[config.mk]
export PLATFORM = sky130hd
export DESIGN_NAME = sdfm_data_sched
export DESIGN_NICKNAME = d
export VERILOG_FILES = /design/src/rtl/sdfm_data_sched.sv
export SDC_FILE = /design/constraint.sdc
export NUM_CORES = 1
export LEC_CHECK = 0
export ABC_AREA = 1
export BUFFER_PORTS_ARGS = -buffer_cell sky130_fd_sc_hd__buf_2
export CORE_AREA = 8 8 152 154
export DETAILED_ROUTE_END_ITERATION = 12
export DIE_AREA = 0 0 160 162
export MAX_ROUTING_LAYER = met4
export PLACE_DENSITY_LB_ADDON = 0.1
export SLEW_MARGIN = 30
export SYNTH_ARGS = -nofsm -noshare
export SYNTH_HDL_FRONTEND = slang
export SYNTH_SLANG_ARGS = --single-unit
[constraint.sdc]
create_clock -name SYSCLK -period 2.6 [get_ports SYSCLK]
set_clock_uncertainty 0.1 [all_clocks]
set_input_delay 0.26 -clock SYSCLK [delete_from_list [all_inputs] [get_ports SYSCLK]]
set_output_delay 0.26 -clock SYSCLK [all_outputs]
set_load 0.01 [all_outputs]
[src/rtl/sdfm_data_sched.sv]
// Multi-channel result scheduler: per-channel holding registers, round-robin
// arbitration and a single registered valid/ready output with overrun tracking.
module sdfm_data_sched #(
    parameter int NCH = 4,
    parameter int DW  = 32,
    parameter int CW  = 2
) (
    input  logic              SYSCLK,
    input  logic              SYSRSTn,
    input  logic [NCH-1:0]    chan_en,
    input  logic [NCH-1:0]    filt_data_update,
    input  logic [NCH*DW-1:0] filt_data_out,
    input  logic [NCH-1:0]    ovf_clr,
    input  logic              out_ready,
    output logic              out_valid,
    output logic [DW-1:0]     out_data,
    output logic [CW-1:0]     out_chan,
    output logic [NCH-1:0]    pend,
    output logic [NCH-1:0]    ovf_flag
);

    logic [DW-1:0]  hold_q [NCH];
    logic [NCH-1:0] pend_q;
    logic [NCH-1:0] ovf_q;
    logic           out_valid_q;
    logic [DW-1:0]  out_data_q;
    logic [CW-1:0]  out_chan_q;
    logic [CW-1:0]  rr_q;

    logic [NCH-1:0] elig;
    logic [NCH-1:0] gnt;
    logic [CW-1:0]  win;
    logic [CW-1:0]  idx;
    logic           found;
    logic           load;

    // Round-robin search: CW-bit index arithmetic wraps naturally since NCH = 2**CW.
    always_comb begin
        elig  = pend_q & chan_en;
        win   = rr_q;
        idx   = rr_q;
        found = 1'b0;
        for (int i = 0; i < NCH; i++) begin
            idx = rr_q + CW'(i);
            if (!found && elig[idx]) begin
                win   = idx;
                found = 1'b1;
            end
        end
        load = (!out_valid_q | out_ready) & found;
        gnt  = load ? (NCH'(1) << win) : '0;
    end

    for (genvar gi = 0; gi < NCH; gi++) begin : g_ch
        logic [DW-1:0] hold_bit_q;
        logic          pend_bit_q;
        logic          ovf_bit_q;
        logic          upd;
        logic          pend_d;
        logic          ovf_d;

        // A grant in the same cycle empties the slot first, so a fresh result is not an overrun.
        assign upd    = filt_data_update[gi] & chan_en[gi];
        assign pend_d = chan_en[gi] & (upd | (pend_bit_q & ~gnt[gi]));
        assign ovf_d  = (upd & pend_bit_q & ~gnt[gi]) | (ovf_bit_q & ~ovf_clr[gi]);

        always_ff @(posedge SYSCLK) begin
            if (!SYSRSTn) begin
                hold_bit_q <= '0;
                pend_bit_q <= 1'b0;
                ovf_bit_q  <= 1'b0;
            end else begin
                if (upd) begin
                    hold_bit_q <= filt_data_out[gi*DW +: DW];
                end
                pend_bit_q <= pend_d;
                ovf_bit_q  <= ovf_d;
            end
        end

        assign hold_q[gi] = hold_bit_q;
        assign pend_q[gi] = pend_bit_q;
        assign ovf_q[gi]  = ovf_bit_q;
    end

    always_ff @(posedge SYSCLK) begin
        if (!SYSRSTn) begin
            out_valid_q <= 1'b0;
            out_data_q  <= '0;
            out_chan_q  <= '0;
            rr_q        <= '0;
        end else if (load) begin
            out_valid_q <= 1'b1;
            out_data_q  <= hold_q[win];
            out_chan_q  <= win;
            rr_q        <= win + CW'(1);
        end else if (out_ready) begin
            out_valid_q <= 1'b0;
        end
    end

    assign out_valid = out_valid_q;
    assign out_data  = out_data_q;
    assign out_chan  = out_chan_q;
    assign pend      = pend_q;
    assign ovf_flag  = ovf_q;

endmodule

==> out/results.tsv <==
metric	value	unit
postLayoutCellArea	0.0105	mm²
fillers	2159	
maxCapViolCount	0	
max_freq	425	MHz
grt_pass1_vias	7933	
cts_sinks	173	
multiInputGateArea	0.00399	mm²
power.density	1020	mW/mm²
numCtsBuffers	17	
worstSetupEndpointType	flip-flop	
synth_cell_types	24	
grtUsageTotal	20.9	%
max_slew.worst_pin.slew	0.523	ns
use_met1	28.6	%
synth_seq_cells	173	
worstSetupPathType	flip-flop to flip-flop	
post-route-period-util	90.4	%
hp-class	primary input to flip-flop	
peakVddDrop	0.477	mV
seq_area	0.00346	mm²
htree_levels	4	
cp_max_fo	46	
max_stage_delay	0.32	ns
drtIter0Drc	543	
rrSetupSlack	0.25	ns
dieArea	0.0259	mm²
post_cts_buffers	0	
setup_viol	0	
worstPathArrival	2.62	ns
diodes	0	
yosys-top-cells-area	dfxtp_1, nor2_1, nand2_1	
drv_slew	0	
status	completed	
dp_hpwl	18300	µm
grt_setup_unrepaired	false	
grt_antenna_before_repair	0	
grt_use_met2	31.3	%
syn_area	0.00818	mm²
die_w	160	µm
port_buffers	185	
cp_slowest_cell	dfxtp_1	
final.setup.tns	0	ns
hold_viol	0	
vias	8142	
gp_congestion	0.856	
relSlewSlack	64.9	%
ys_seq_area_share	42.4	%
post-route-min-period	2.35	ns
grt_max_degree	122	
routedWlPerCell	15.4	µm
num_rows	53	
yosysWarningCount	0	
finalNonFillerCells	1707	
synthesis.nets	1360	
dp.cells	1612	
nets	1563	
crit_required	2.87	ns
power_leakage	5.10	nW
start_util	39.5	%
postPlaceCellArea	0.00921	mm²
grt_pass1_wl	42700	µm
path_clk_slew	0.07	ns
path_cells	inv_2, nand2_1, nand2_1, nand2_1, nand2_4, nand2_2, nand2_1, nand2_2, nand2_4, buf_12, nand3_1, nand2_1, nand2_1, nand3_1, nand2_1, inv_1	
wl	26300	µm
dieHeight	162	µm
start_kind	flip-flop	
gr-max-usage-layer	met2	
final_cell_mix	nor2_1, nand2_1, buf_2	
cp_common_cell	nand2_1	
total_power	0.0107	W
final_layout_size_suffix_gt1_share	20.2	%
use_met3	3.52	%
synthCells	1217	
avgSynthCellArea	6.72	µm²
ios	186	
yosys.area.top_type_share	42.4	%
cts_buffer_depth	2	
area_delta_synth_final	28.2	%
first_pass_iters	5	
cts_tree	built	
netlist.top_cell.by_area	dfxtp_1	
core_area	0.0207	mm²
cts_root_buffer	clkbuf_16	
via_per_inst	4.77	
grt_overflow_total	0	
ant_nets	0	
drc	0	
clkLatencyLatePin	0.43	ns
final_common_cell	nor2_1	
==> flip-flops by register name, summed over array words and instances, names as in the netlist <==
register / cells
g_ch.hold_bit_q: 128
g_ch.ovf_bit_q: 4
g_ch.pend_bit_q: 4
out_chan: 2
out_data: 32
out_valid: 1
rr_q: 2
==> layer usage <==
metal	vias to the layer above	share of wire [%]
met5	-	0
met4	0	1.3
met3	23	4.9
met2	193	43
met1	3676	50
li1	4250	-
==> cell type report <==
class | count | area share, %
multi-input cells | 897 | 38.0
flip-flops and latches | 173 | 33.1
repair buffers | 273 | 17.5
clock buffers | 17 | 4.06
well taps | 275 | 3.28
inverters | 58 | 2.10
clock inverters | 14 | 1.95
==> per-stage QoR <==
| step | worst slack (ns) | hold WS (ns) | utilization, % |
|---|---|---|---|
| CTS | 0.235 | 0.000425 | 50.7 |
| finish | 0.250 | 0.00795 | 50.7 |
| floorplan | 0.659 | 0.323 | - |
| detailed placement | 0.264 | 0.359 | 44.5 |
| global route | 0.0804 | 0.00834 | 50.7 |
| global placement | 0.237 | 0.357 | 44.5 |
==> timing repair <==
action,4_1_cts,5_1_grt
resized for setup,0,1
endpoints found under the hold margin,64,0
setup endpoints to repair,0,2
hold buffers,64,0
==> kinds of logic (layout without fill, tap and decap cells) <==
| family | Yosys count | in the layout | synth area share [%] |
|---|---|---|---|
| AND/OR/NAND/NOR | 757 | 757 | 40.1 |
| flip-flops | 173 | 173 | 42.4 |
| buffers and inverters | 147 | 362 | 9.00 |
| AO/OA/AOI/OAI | 140 | 140 | 8.60 |
==> cells in the mapped netlist (all sizes together) <==
| cell | count |
|---|---|
| buf | 44 |
| o211ai | 1 |
| nand4 | 6 |
| dfxtp | 173 |
| clkinv | 1 |
| a21oi | 9 |
| nand2 | 264 |
| inv | 57 |
| nor2 | 333 |
| nand3 | 154 |
| clkbuf | 45 |
| o21ai | 130 |
==> worst paths after layout <==
kind,from,end,cells past startpoint
setup / recovery,rr_q[0]$_SDFFE_PN0P_,out_data[21]$_SDFFE_PN0P_,16
setup reg to reg,rr_q[0]$_SDFFE_PN0P_,out_data[21]$_SDFFE_PN0P_,16
hold reg to reg,g_ch[0].ovf_bit_q$_SDFF_PN0_,g_ch[0].ovf_bit_q$_SDFF_PN0_,2
hold / removal,filt_data_out[125],g_ch[3].hold_bit_q[29]$_SDFFE_PN0P_,3
==> worst max-delay path: cells and delay by family, from the launching register on <==
family / cells / cell delay [ns]
AND/OR/NAND/NOR: 13 / 1.30
buffers and inverters: 3 / 0.54
flip-flops: 1 / 0.32
==> power by group <==
part / internal [W] / total [W] / switching (W) / leakage [nW]
Combinational: 0.00164 / 0.00472 / 0.00307 / 3.38
Clock: 0.00163 / 0.00276 / 0.00114 / 0.298
Sequential: 0.00300 / 0.00324 / 0.000234 / 1.43
(Power assumes the default switching activity.)
